--- src/rtl/simon_pkg.sv ---
// Shared Simon 32/64 constants and helpers.
// Used by the key schedule and the encrypt round datapath.
//   SIMON32_ROUNDS   : rounds per block (one round key each)
//   SIMON32_WORD     : word width in bits
//   SIMON32_KEYWORDS : master-key words (size of the key-schedule window)
//   SIMON_Z0         : z0 constant sequence, first sequence bit in the MSB
package simon_pkg;

  localparam int unsigned SIMON32_ROUNDS   = 32;
  localparam int unsigned SIMON32_WORD     = 16;
  localparam int unsigned SIMON32_KEYWORDS = 4;
  localparam int unsigned SIMON_Z0_LEN     = 62;

  // Written left to right exactly as the sequence is published, so bit j of
  // the sequence lives at SIMON_Z0[SIMON_Z0_LEN-1-j].
  localparam logic [SIMON_Z0_LEN-1:0] SIMON_Z0 =
      62'b11111010001001010110000111001101111101000100101011000011100110;

  typedef logic [SIMON32_WORD-1:0] simon32_word_t;

  // Sequence bit j of z0, counted from the first (leftmost) bit.
  function automatic logic z0_bit(input logic [5:0] j);
    logic [5:0] pos;
    pos = 6'(SIMON_Z0_LEN - 1) - j;
    return SIMON_Z0[pos];
  endfunction

  // Rotate a word right by n bits (0 < n < word width).
  function automatic simon32_word_t ror16(input simon32_word_t x, input int unsigned n);
    return (x >> n) | (x << (SIMON32_WORD - n));
  endfunction

endpackage

--- src/rtl/simon32s64_key_step.sv ---
// One Simon 32/64 key-schedule step, purely combinational.
// Produces the next key word k[i+4] from the sliding window.
//   w0    in  16  window word 0 (k[i])
//   w1    in  16  window word 1 (k[i+1])
//   w3    in  16  window word 3 (k[i+3])
//   z     in  1   z0 sequence bit for step i
//   knew  out 16  next key word k[i+4]
module simon32s64_key_step
  import simon_pkg::*;
(
  input  simon32_word_t w0,
  input  simon32_word_t w1,
  input  simon32_word_t w3,
  input  logic          z,
  output simon32_word_t knew
);

  simon32_word_t t1;
  simon32_word_t t2;

  always_comb begin
    t1   = ror16(w3, 3) ^ w1;
    t2   = t1 ^ ror16(t1, 1);
    // Constant c = 2^16 - 4 folded in as ~w0 ^ 3.
    knew = ~w0 ^ t2 ^ {{(SIMON32_WORD-1){1'b0}}, z} ^ 16'h0003;
  end

endmodule

--- src/rtl/simon32s64_key_expand.sv ---
// Simon 32/64 key expansion: accepts a 64-bit master key and streams the
// 32 round keys k0..k31 in order over a valid/ready handshake, computing
// each new word on the fly from a 4-word sliding window.
//   clk         in  1   clock
//   rst         in  1   synchronous active-high reset
//   key_in      in  64  master key, k0 in [15:0] .. k3 in [63:48]
//   key_in_vld  in  1   master key valid
//   key_in_rdy  out 1   ready for a master key (idle)
//   rk_out      out 16  current round key
//   rk_idx      out 5   index of rk_out
//   rk_last     out 1   valid round key is the last one (idx 31)
//   rk_vld      out 1   round key valid
//   rk_rdy      in  1   consumer accepts round key
//   replay_req  in  1   only with SIMON_KEYEXP_REPLAY_EN: re-stream held key
// Optional feature macro: SIMON_KEYEXP_REPLAY_EN.
module simon32s64_key_expand
  import simon_pkg::*;
(
  input  logic        clk,
  input  logic        rst,
  input  logic [63:0] key_in,
  input  logic        key_in_vld,
  output logic        key_in_rdy,
  output logic [15:0] rk_out,
  output logic [4:0]  rk_idx,
  output logic        rk_last,
  output logic        rk_vld,
  input  logic        rk_rdy
`ifdef SIMON_KEYEXP_REPLAY_EN
  ,
  input  logic        replay_req
`endif
);

  localparam logic [0:0] StIdle   = 1'b0;
  localparam logic [0:0] StStream = 1'b1;

  localparam logic [4:0] LastIdx = 5'(SIMON32_ROUNDS - 1);

  logic [0:0]    state_q, state_d;
  logic [4:0]    idx_q, idx_d;
  simon32_word_t win_q [SIMON32_KEYWORDS];
  simon32_word_t win_d [SIMON32_KEYWORDS];
  simon32_word_t knew;
  logic          load;
  logic [63:0]   load_key;
  logic          advance;

`ifdef SIMON_KEYEXP_REPLAY_EN
  logic [63:0] held_q, held_d;
`endif

  simon32s64_key_step u_step (
    .w0   (win_q[0]),
    .w1   (win_q[1]),
    .w3   (win_q[3]),
    .z    (z0_bit({1'b0, idx_q})),
    .knew (knew)
  );

  // Load decision: a fresh key always wins over a replay request.
  always_comb begin
    load     = 1'b0;
    load_key = key_in;
`ifdef SIMON_KEYEXP_REPLAY_EN
    held_d   = held_q;
    if (state_q == StIdle) begin
      if (key_in_vld) begin
        load   = 1'b1;
        held_d = key_in;
      end else if (replay_req) begin
        load     = 1'b1;
        load_key = held_q;
      end
    end
`else
    load = (state_q == StIdle) && key_in_vld;
`endif
  end

  assign advance = (state_q == StStream) && rk_rdy;

  always_comb begin
    state_d = state_q;
    idx_d   = idx_q;
    win_d   = win_q;
    if (load) begin
      for (int k = 0; k < int'(SIMON32_KEYWORDS); k++) begin
        win_d[k] = load_key[k*int'(SIMON32_WORD) +: SIMON32_WORD];
      end
      idx_d   = '0;
      state_d = StStream;
    end else if (advance) begin
      if (idx_q == LastIdx) begin
        // Window and index are left as-is; outputs are gated by rk_vld.
        state_d = StIdle;
      end else begin
        win_d[0] = win_q[1];
        win_d[1] = win_q[2];
        win_d[2] = win_q[3];
        win_d[3] = knew;
        idx_d    = idx_q + 5'd1;
      end
    end
  end

  always_ff @(posedge clk) begin
    if (rst) begin
      state_q <= StIdle;
      idx_q   <= '0;
      for (int k = 0; k < int'(SIMON32_KEYWORDS); k++) begin
        win_q[k] <= '0;
      end
    end else begin
      state_q <= state_d;
      idx_q   <= idx_d;
      win_q   <= win_d;
    end
  end

`ifdef SIMON_KEYEXP_REPLAY_EN
  always_ff @(posedge clk) begin
    if (rst) begin
      held_q <= '0;
    end else begin
      held_q <= held_d;
    end
  end
`endif

  // All outputs decode registered state only.
  assign key_in_rdy = (state_q == StIdle);
  assign rk_vld     = (state_q == StStream);
  assign rk_out     = win_q[0];
  assign rk_idx     = idx_q;
  assign rk_last    = (state_q == StStream) && (idx_q == LastIdx);

endmodule

--- config.mk ---
export PLATFORM = sky130hd
export DESIGN_NAME = simon32s64_key_expand
export DESIGN_NICKNAME = d
export VERILOG_FILES = /design/src/rtl/simon_pkg.sv /design/src/rtl/simon32s64_key_step.sv /design/src/rtl/simon32s64_key_expand.sv
export SDC_FILE = /design/constraint.sdc
export NUM_CORES = 1
export LEC_CHECK = 0
export BUFFER_PORTS_ARGS = -buffer_cell sky130_fd_sc_hd__clkbuf_2
export CORE_MARGIN = 2
export CORE_UTILIZATION = 54
export DETAILED_ROUTE_END_ITERATION = 10
export GPL_TIMING_DRIVEN = 0
export PLACE_DENSITY = 0.92
export SLEW_MARGIN = 5
export SYNTH_ARGS = -nofsm -noshare
export SYNTH_HDL_FRONTEND = slang
export SYNTH_SLANG_ARGS = --single-unit
export TNS_END_PERCENT = 1
--- constraint.sdc ---
create_clock -name clk -period 2.79 [get_ports clk]
set_input_delay 0.1395 -clock clk [delete_from_list [all_inputs] [get_ports clk]]
set_output_delay 0.1395 -clock clk [all_outputs]
set_load 0.01 [all_outputs]
==> results.json <==
{
  "outcome": "finished, final reports clean",
  "ff2ff_setup_slack_ns": 0.25,
  "cp-end-kind": "register",
  "ir_worst_vdd_mv": 0.332,
  "cellPowerDensity_nw_per_um2": 570,
  "dr.pass1.iters": 5,
  "grt_max_degree": 12,
  "yosys-top-cells-count": "nand2_1, nor2_1, dfxtp_1, a311oi_1, xnor2_1",
  "dp_hpwl_um": 8490,
  "avgSynthCellArea_um2": 7.94,
  "boundaryPins": 92,
  "maxSlewViolCount": 0,
  "yosys_warnings": 0,
  "cts.sinks": 70,
  "overflow": 0,
  "antennaDiodeCount": 0,
  "worstMarginPinSlew_ns": 0.565,
  "core_area_um2": 6760,
  "crit_path_start_kind": "register",
  "syn_to_final_growth_pct": 19.8,
  "place.gp.congestion": 0.939,
  "wire_per_inst_um": 17.3,
  "yosysSeqAreaShare": 0.373,
  "nFillCells": 533,
  "fin_nets": 650,
  "grt_pass1_wl_um": 18300,
  "synth_area_um2": 3750,
  "hold_viol": 0,
  "cts-hold-fix-buffers": 0,
  "cts_inserted_buffers": 9,
  "dp_cells": 643,
  "start_util": 0.556,
  "finalCritPeriodShare": 0.911,
  "synthCells": 473,
  "drc": 0,
  "synth-seq-cells": 70,
  "yosys-top-cells-area": "dfxtp_1, a311oi_1, xnor2_1",
  "antenna_found_initial": 0,
  "num_vias": 3926,
  "rsz0062_at_grt": "false",
  "fp.dieH_um": 87.4,
  "wl_um": 11400,
  "rows": 30,
  "ys.flop_type": "dfxtp_1",
  "synth_top_area_frac": 0.373,
  "hp-class": "input port to register",
  "skew_ns": 0.00913,
  "critPathArrivalTime_ns": 2.79,
  "finalSetupViolCount": 0,
  "grt_usage": 0.315,
  "drv_cap": 0,
  "worst-path-max-fanout": 10,
  "die_w_um": 87.4,
  "final_cell_count_no_fill": 659,
  "grt_pass1_vias": 3805,
  "relSlewSlack": 0.623,
  "viasPerCell": 5.96,
  "clkLatencyLatePin_ns": 0.35,
  "port-buffer-count": 90,
  "clk_pin_slew_worst_paths_ns": 0.07,
  "tritoncts": "built",
  "min_period_ns": 2.54,
  "ys_types": 30,
  "ant_nets": 0,
  "crit_type": "register to register",
  "clockBufferDepth": 2,
  "post_route_cells_drive_above_1_share": 0.228,
  "fmax_ghz": 0.394,
  "fin_hold_ws_ns": 0.0151,
  "fin_util": 0.666,
  "regArea_um2": 1400,
  "post-cts-setup-buffers": 0,
  "dieArea_um2": 7640,
  "cp.required_ns": 3.04,
  "cts_root_buf": "clkbuf_8",
  "power_leakage_nw": 1.82,
  "multi_input_area_um2": 2090,
  "yosysMostFrequentCell": "nand2_1",
  "synthArstFlopShare": 0,
  "synthesis.nets": 549,
  "setup_tns_ns": 0,
  "synth_largest_area_cell": "dfxtp_1",
  "synth_edf_count": 0,
  "htree_levels": 3,
  "first_iter_violations": 436
}
[path summary, 6_finish.rpt]
kind,start,to,depth (start not counted)
max,rk_idx[1],rk_out[2],8
min,rk_rdy,rk_vld,2
max reg2reg,rk_idx[1],rk_out[2],8
min reg2reg,win_q[23],win_q[39],2
[layout by cell type (no fill, tap or decap), types with 2 or more instances in the layout]
cell type | netlist | final
inv_1 | 3 | 3
xor2_1 | 5 | 5
mux2_2 | 2 | 2
o21ai_0 | 4 | 4
a211oi_1 | 14 | 14
clkinv_2 | 0 | 2
or3_1 | 2 | 2
a311oi_1 | 48 | 48
clkbuf_2 | 0 | 91
buf_4 | 16 | 16
nor2_1 | 79 | 79
buf_2 | 3 | 3
nand2_1 | 101 | 101
ha_1 | 8 | 8
a21oi_1 | 16 | 16
xnor2_1 | 48 | 48
mux2i_1 | 4 | 4
nand3_1 | 3 | 3
clkbuf_1 | 31 | 31
nor3_1 | 5 | 5
clkbuf_8 | 0 | 12
dfxtp_1 | 70 | 70
[flip-flops by register name, summed over array words and instances (netlist names)]
name	cells
rk_out	16
rk_idx	5
win_q	48
rk_vld	1
[what timing repair did]
item / CTS / global route
endpoints found under the hold margin: 0 / 0
endpoints found under the setup margin: 0 / 5
resized for setup: 0 / 3
[cell type report]
type,instances,area share
Clock inverter,3,0.00389
Inverter,4,0.00334
Tap cell,80,0.0222
Timing Repair Buffer,90,0.100
Sequential cell,70,0.311
Clock buffer,13,0.0375
Multi-Input combinational cell,348,0.464
Buffer,51,0.0570
[power by group]
| group | total (W) | internal [W] | switching (W) |
|---|---|---|---|
| clock | 0.000782 | 0.000393 | 0.000389 |
| sequential | 0.00117 | 0.00108 | 0.0000893 |
| combinational | 0.000615 | 0.000287 | 0.000328 |
| total | 0.00257 | 0.00176 | 0.000806 |
[cell families (layout without fill, tap and decap cells)]
| group | after synthesis | count (layout) | synth area share |
|---|---|---|---|
| mux | 7 | 7 | 0.0237 |
| simple gates | 195 | 195 | 0.205 |
| xor+xnor | 54 | 54 | 0.128 |
| buf+inv | 55 | 161 | 0.0720 |
| compound gates | 84 | 84 | 0.172 |
| fa+ha+maj | 8 | 8 | 0.0267 |
| flops | 70 | 70 | 0.373 |
[through the flow]
stage | area, µm² | power, W | setup slack (ns)
after floorplan | 3750 | 0.00160 | 0.694
after global placement | 4310 | 0.00175 | 0.331
after detailed placement | 4310 | 0.00178 | 0.240
after CTS | 4490 | 0.00254 | 0.218
after global routing | 4500 | 0.00266 | 0.0433
final | 4500 | 0.00257 | 0.249
[layer usage]
| metal | wire, µm | GRT usage |
|---|---|---|
| met5 | 0 | 0 |
| met2 | 5360 | 0.514 |
| met1 | 4350 | 0.399 |
| met4 | 453 | 0.150 |
| met3 | 1220 | 0.0578 |
[critical path, stage by stage, from the launching register on]
cell and delay, ns:
dfxtp_1 0.38, ha_1 0.24, and3_2 0.22, ha_1 0.24, nor3b_4 0.38, buf_2 0.32, buf_2 0.27, nand2_1 0.08
a311oi_1 0.30
No activity file was read; power rests on OpenSTA's default activity.
